[src/rtl/hazard_ctrl_pkg.sv]
// Shared encodings for the RV32I pipeline hazard controller: FSM states, forwarding codes, NOP.
// Optional performance counters in hazard_ctrl are enabled with CTRL_PERF_CNT_EN.
package rv32i_ctrl_pkg;

  typedef enum logic [1:0] {
    RUN     = 2'd0,
    FLUSH   = 2'd1,
    MEMWAIT = 2'd2
  } ctrl_state_e;

  localparam logic [1:0] FWD_RF    = 2'b00;
  localparam logic [1:0] FWD_EXMEM = 2'b01;
  localparam logic [1:0] FWD_MEMWB = 2'b10;

  localparam logic [31:0] NOP_INSN = 32'h0000_0013;

  // x0 is hardwired to zero, so a write to it never creates a dependency.
  function automatic logic reg_match(input logic [4:0] rd, input logic [4:0] rs);
    return (rd != 5'd0) && (rd == rs);
  endfunction

endpackage

[src/rtl/hazard_ctrl_fwd_select.sv]
// Forwarding source select for one EX operand; the younger EX/MEM result wins over MEM/WB.
module fwd_select
  import rv32i_ctrl_pkg::*;
(
  input  logic [4:0] i_rs,
  input  logic [4:0] i_mem_rd,
  input  logic       i_mem_reg_write,
  input  logic [4:0] i_wb_rd,
  input  logic       i_wb_reg_write,
  output logic [1:0] o_sel
);

  always_comb begin
    o_sel = FWD_RF;
    if (i_mem_reg_write && reg_match(i_mem_rd, i_rs)) begin
      o_sel = FWD_EXMEM;
    end else if (i_wb_reg_write && reg_match(i_wb_rd, i_rs)) begin
      o_sel = FWD_MEMWB;
    end
  end

endmodule

[src/rtl/hazard_ctrl.sv]
// Pipeline stall/flush/bubble sequencer and EX forwarding select for the RV32I core.
// Define CTRL_PERF_CNT_EN to add the stall and redirect performance counters.
module hazard_ctrl
  import rv32i_ctrl_pkg::*;
#(
  parameter int unsigned FLUSH_CYCLES = 2,
  parameter int unsigned CNT_W        = 32
) (
  input  logic       i_clk,
  input  logic       i_rst,
  input  logic [4:0] i_id_rs1,
  input  logic [4:0] i_id_rs2,
  input  logic [4:0] i_ex_rs1,
  input  logic [4:0] i_ex_rs2,
  input  logic [4:0] i_ex_rd,
  input  logic       i_ex_load,
  input  logic       i_ex_redirect,
  input  logic [4:0] i_mem_rd,
  input  logic [4:0] i_wb_rd,
  input  logic       i_mem_reg_write,
  input  logic       i_wb_reg_write,
  input  logic       i_mem_access,
  input  logic       i_dmem_ready,
  output logic       o_stall_pc,
  output logic       o_stall_if_id,
  output logic       o_stall_id_ex,
  output logic       o_stall_ex_mem,
  output logic       o_flush_if_id,
  output logic       o_flush_id_ex,
  output logic [1:0] o_fwd_a_sel,
  output logic [1:0] o_fwd_b_sel
`ifdef CTRL_PERF_CNT_EN
  ,
  output logic [CNT_W-1:0] o_stall_cnt,
  output logic [CNT_W-1:0] o_flush_cnt
`endif
);

  localparam logic [3:0] FLUSH_RELOAD = 4'(FLUSH_CYCLES - 1);

  ctrl_state_e r_state;
  logic [3:0]  r_flush_cnt;

  logic       w_memwait;
  logic       w_load_use;
  logic       w_redirect_take;
  logic [1:0] w_fwd_a;
  logic [1:0] w_fwd_b;

  assign w_memwait       = i_mem_access & ~i_dmem_ready;
  assign w_load_use      = i_ex_load & (reg_match(i_ex_rd, i_id_rs1) | reg_match(i_ex_rd, i_id_rs2));
  assign w_redirect_take = ~i_rst & ~w_memwait & i_ex_redirect;

  always_comb begin
    o_stall_pc     = 1'b0;
    o_stall_if_id  = 1'b0;
    o_stall_id_ex  = 1'b0;
    o_stall_ex_mem = 1'b0;
    o_flush_if_id  = 1'b0;
    o_flush_id_ex  = 1'b0;
    if (!i_rst) begin
      if (w_memwait) begin
        o_stall_pc     = 1'b1;
        o_stall_if_id  = 1'b1;
        o_stall_id_ex  = 1'b1;
        o_stall_ex_mem = 1'b1;
      end else begin
        // The cycle leaving MEMWAIT behaves like RUN; a pending flush resumes next cycle.
        o_flush_if_id = i_ex_redirect | (r_state == FLUSH);
        o_flush_id_ex = i_ex_redirect | w_load_use;
        o_stall_pc    = ~i_ex_redirect & w_load_use;
        o_stall_if_id = ~i_ex_redirect & w_load_use;
      end
    end
  end

  always_ff @(posedge i_clk) begin
    if (i_rst) begin
      r_state     <= RUN;
      r_flush_cnt <= 4'd0;
    end else if (w_memwait) begin
      r_state <= MEMWAIT;
    end else if (i_ex_redirect) begin
      r_flush_cnt <= FLUSH_RELOAD;
      r_state     <= (FLUSH_CYCLES > 1) ? FLUSH : RUN;
    end else begin
      case (r_state)
        FLUSH: begin
          r_flush_cnt <= r_flush_cnt - 4'd1;
          if (r_flush_cnt == 4'd1) r_state <= RUN;
        end
        MEMWAIT: r_state <= (r_flush_cnt != 4'd0) ? FLUSH : RUN;
        default: r_state <= RUN;
      endcase
    end
  end

  fwd_select u_fwd_a (
    .i_rs            (i_ex_rs1),
    .i_mem_rd        (i_mem_rd),
    .i_mem_reg_write (i_mem_reg_write),
    .i_wb_rd         (i_wb_rd),
    .i_wb_reg_write  (i_wb_reg_write),
    .o_sel           (w_fwd_a)
  );

  fwd_select u_fwd_b (
    .i_rs            (i_ex_rs2),
    .i_mem_rd        (i_mem_rd),
    .i_mem_reg_write (i_mem_reg_write),
    .i_wb_rd         (i_wb_rd),
    .i_wb_reg_write  (i_wb_reg_write),
    .o_sel           (w_fwd_b)
  );

  assign o_fwd_a_sel = i_rst ? FWD_RF : w_fwd_a;
  assign o_fwd_b_sel = i_rst ? FWD_RF : w_fwd_b;

`ifdef CTRL_PERF_CNT_EN
  logic [CNT_W-1:0] r_stall_cnt;
  logic [CNT_W-1:0] r_flush_cnt_perf;

  always_ff @(posedge i_clk) begin
    if (i_rst) begin
      r_stall_cnt      <= '0;
      r_flush_cnt_perf <= '0;
    end else begin
      if (o_stall_pc)      r_stall_cnt      <= r_stall_cnt + 1'b1;
      if (w_redirect_take) r_flush_cnt_perf <= r_flush_cnt_perf + 1'b1;
    end
  end

  assign o_stall_cnt = r_stall_cnt;
  assign o_flush_cnt = r_flush_cnt_perf;
`endif

endmodule

[config.mk]
export PLATFORM = sky130hd
export DESIGN_NAME = hazard_ctrl
export DESIGN_NICKNAME = d
export VERILOG_FILES = /design/src/rtl/hazard_ctrl_pkg.sv /design/src/rtl/hazard_ctrl_fwd_select.sv /design/src/rtl/hazard_ctrl.sv
export SDC_FILE = /design/constraint.sdc
export NUM_CORES = 1
export LEC_CHECK = 0
export ABC_CLOCK_PERIOD_IN_PS = 2700
export CORE_ASPECT_RATIO = 1.1
export CORE_MARGIN = 5
export CORE_UTILIZATION = 38
export DETAILED_ROUTE_END_ITERATION = 10
export PLACE_DENSITY = 0.88
export SETUP_SLACK_MARGIN = 0.1
export SLEW_MARGIN = 20
export SYNTH_ARGS = -nofsm -noshare
export SYNTH_HDL_FRONTEND = slang
export SYNTH_SLANG_ARGS = --single-unit
[constraint.sdc]
create_clock -name i_clk -period 2.7 [get_ports i_clk]
set_clock_uncertainty 0.1 [all_clocks]
set_input_delay 0.54 -clock i_clk [delete_from_list [all_inputs] [get_ports i_clk]]
set_output_delay 0.54 -clock i_clk [all_outputs]
set_load 0.01 [all_outputs]
==> impl_metrics.env <==
export IMPL_critPathLaunchType="input pin"
export IMPL_clock_sinks=6
export IMPL_grt_start_max_net_pins=13
export IMPL_arrival_ns=1.96
export IMPL_yosys_warnings=0
export IMPL_hpwl_um=2640
export IMPL_rsz0062_at_grt="yes"
export IMPL_gp_congestion=0.914
export IMPL_status="finished clean"
export IMPL_synthArstFlopShare_pct=0
export IMPL_avgSynthCellArea_um2=7.79
export IMPL_dpl_worst_slack_ns=-0.548
export IMPL_setup_viol=0
export IMPL_dieArea_um2=3080
export IMPL_areaGrowthSynthToFinish_pct=103
export IMPL_synth_most_common_cell="xor2_1"
export IMPL_cts_max_level=1
export IMPL_synthTopCellsByCount="xor2_1, xnor2_1, nor2_1, dfxtp_1, nor3_1"
export IMPL_clock_root_buffer="clkbuf_4"
export IMPL_maxCapViolations=0
export IMPL_grt_pass1_vias=1193
export IMPL_path_cells="dlygate4sd2_1, or4_4, o21ai_4, nor3_2, nor4_2, buf_2"
export IMPL_io_pins=53
export IMPL_grt_pass1_wl_um=4990
export IMPL_wire_per_inst_um=15.8
export IMPL_dp_cells=205
export IMPL_start_util_pct=39.4
export IMPL_critPathCaptureType="output port"
export IMPL_drt_iter0_drc=20
export IMPL_synth_distinct_cells=31
export IMPL_critPathKind="in2out"
export IMPL_core_um2=2000
export IMPL_antenna_found_initial=0
export IMPL_synth_top_area_share_pct=22.3
export IMPL_layout_setup_ws_ns=0.104
export IMPL_gr_usage_all_layers_pct=22.1
export IMPL_worst_slew_pin_slew_ns=0.309
export IMPL_synth_edff_count=0
export IMPL_power_density_nw_per_um2=257
export IMPL_max_freq_mhz=385
export IMPL_diodes=0
export IMPL_layout_nets=229
export IMPL_slowest_stage="or4_4"
export IMPL_synth_area_leaders="xor2_1, dfxtp_1, xnor2_1, ha_1, nor2_1"
export IMPL_synth_seq_cells=6
export IMPL_die_h_um=57.7
export IMPL_drtPass1Iterations=4
export IMPL_clk_latency_ns=0.25
export IMPL_final_antenna_net_count=0
export IMPL_report_power_total_mw=0.412
export IMPL_maxSlewViolCount=0
export IMPL_final_cell_area_um2=1600
export IMPL_seq_area_frac_synth_pct=15.3
export IMPL_cts_tree="done"
export IMPL_leakagePower_nw=0.758
export IMPL_rows=17
export IMPL_min_period_over_period_pct=96.1
export IMPL_min_path_type="reg2reg"
export IMPL_period_minus_slack_ns=2.60
export IMPL_critPathMaxFanout=3
export IMPL_io_buffer_count=52
export IMPL_worstPathRequired_ns=2.06
export IMPL_hold_buffers=0
export IMPL_ir_worst_vdd_mv=0.260
export IMPL_grt_overflow=0
export IMPL_holdWs_ns=0.414
export IMPL_drc=0
export IMPL_vias_per_cell=5.18
export IMPL_ys_flop_type="dfxtp_1"
export IMPL_finalNonFillerCells=209
export IMPL_vias=1083
export IMPL_critPathMaxStageDelay_ns=0.53
export IMPL_syn_nets=147
export IMPL_cts_path_max_buffers=2
export IMPL_max_slew_margin_rel_pct=79.2
export IMPL_cts_buffers_inserted=3
export IMPL_synth_area_um2=787
export IMPL_synth_cells=101
export IMPL_wl_um=3310
export IMPL_clk_pin_slew_ns=0.04
export IMPL_synth_top_area_cell="xor2_1"
export IMPL_placed_area_um2=1530
export IMPL_drive_gt1_share_pct=30.4
export IMPL_hold_violations=0
export IMPL_die_w_um=53.4
[per-stage QoR]
| step | utilization, % | TNS, ns |
|---|---|---|
| after floorplan | - | 0 |
| after global placement | 76.5 | -2.71 |
| after detailed placement | 76.5 | -3.21 |
| after CTS | 78.3 | 0 |
| after global routing | 80.1 | 0 |
| final | 80.1 | 0 |
[registers in the layout, indices dropped and copies added, names as in the netlist]
name,cells
r_state,2
r_flush_cnt,4
[placed cells by master, fill, tap and decap left out, drive strengths merged]
cell / netlist / final
a211oi: 1 / 1
a21o: 1 / 1
a21oi: 2 / 2
a22oi: 1 / 1
a31o: 1 / 1
buf: 2 / 36
clkbuf: 2 / 3
clkdlybuf4s15: 0 / 1
clkdlybuf4s50: 0 / 22
dfxtp: 6 / 6
dlygate4sd2: 0 / 14
dlymetal6s2s: 0 / 8
ha: 3 / 3
inv: 3 / 3
nand2: 3 / 3
nand2b: 2 / 2
nand3: 3 / 3
nand4b: 1 / 1
nor2: 9 / 9
nor2b: 3 / 3
nor3: 7 / 7
nor4: 5 / 5
o211ai: 2 / 2
o21ai: 4 / 4
o22ai: 1 / 1
o41ai: 1 / 1
or2: 1 / 1
or3: 1 / 1
or4: 4 / 4
xnor2: 12 / 12
xor2: 20 / 20
[routing by layer]
metal | global-route usage (%) | vias up | share of wire (%)
li1 | - | 516 | -
met1 | 20.0 | 500 | 33
met2 | 41.3 | 58 | 54
met3 | 7.71 | 9 | 10
met4 | 12.0 | 0 | 2.9
met5 | 0 | - | 0
[kinds of logic (layout without fill, tap and decap cells)]
group	Yosys count	in the layout	synth area share [%]
AND/OR/NAND/NOR	39	39	28.0
XOR/XNOR	32	32	35.6
AO/OA/AOI/OAI	14	14	12.1
buffers and inverters	7	87	4.29
flip-flops	6	6	15.3
adder cells (fa/ha/maj)	3	3	4.77
[where the power goes]
part / internal [mW] / switching (mW)
Combinational: 0.128 / 0.0970
Sequential: 0.0955 / 0.00498
Clock: 0.0505 / 0.0359
Total: 0.274 / 0.138
[cell type report]
| type | count | area, um2 |
|---|---|---|
| timing repair buffer | 81 | 709 |
| multi-input combinational | 88 | 703 |
| fill | 159 | 398 |
| sequential | 6 | 120 |
| tap | 28 | 35.0 |
| clock buffer | 3 | 22.5 |
| inverter | 3 | 11.3 |
[path summary, 6_finish.rpt]
path                                startpoint        endpoint  slack, ns  cells past startpoint
worst max register to register  r_flush_cnt[0]  r_flush_cnt[1]       1.31                      5
worst min register to register      r_state[1]      r_state[0]       0.41                      2
worst max-delay path               i_mem_rd[3]  o_fwd_a_sel[1]       0.10                      6
worst min-delay path                r_state[1]      r_state[0]       0.41                      2
[critical path, delay by kind of cell]
kind                   cells  cell delay (ns)
buffers and inverters      2             0.42
and+or+nand+nor            3             0.83
AOI/OAI and AO/OA          1             0.17
[repair_timing]
| action | 4_1_cts | 5_1_grt |
|---|---|---|
| buffers inserted | 1 | 0 |
| pin swaps | 4 | 7 |
| gates resized for setup | 58 | 13 |
| setup endpoints to repair | 10 | 5 |
No activity file was read; power rests on OpenSTA's default activity.
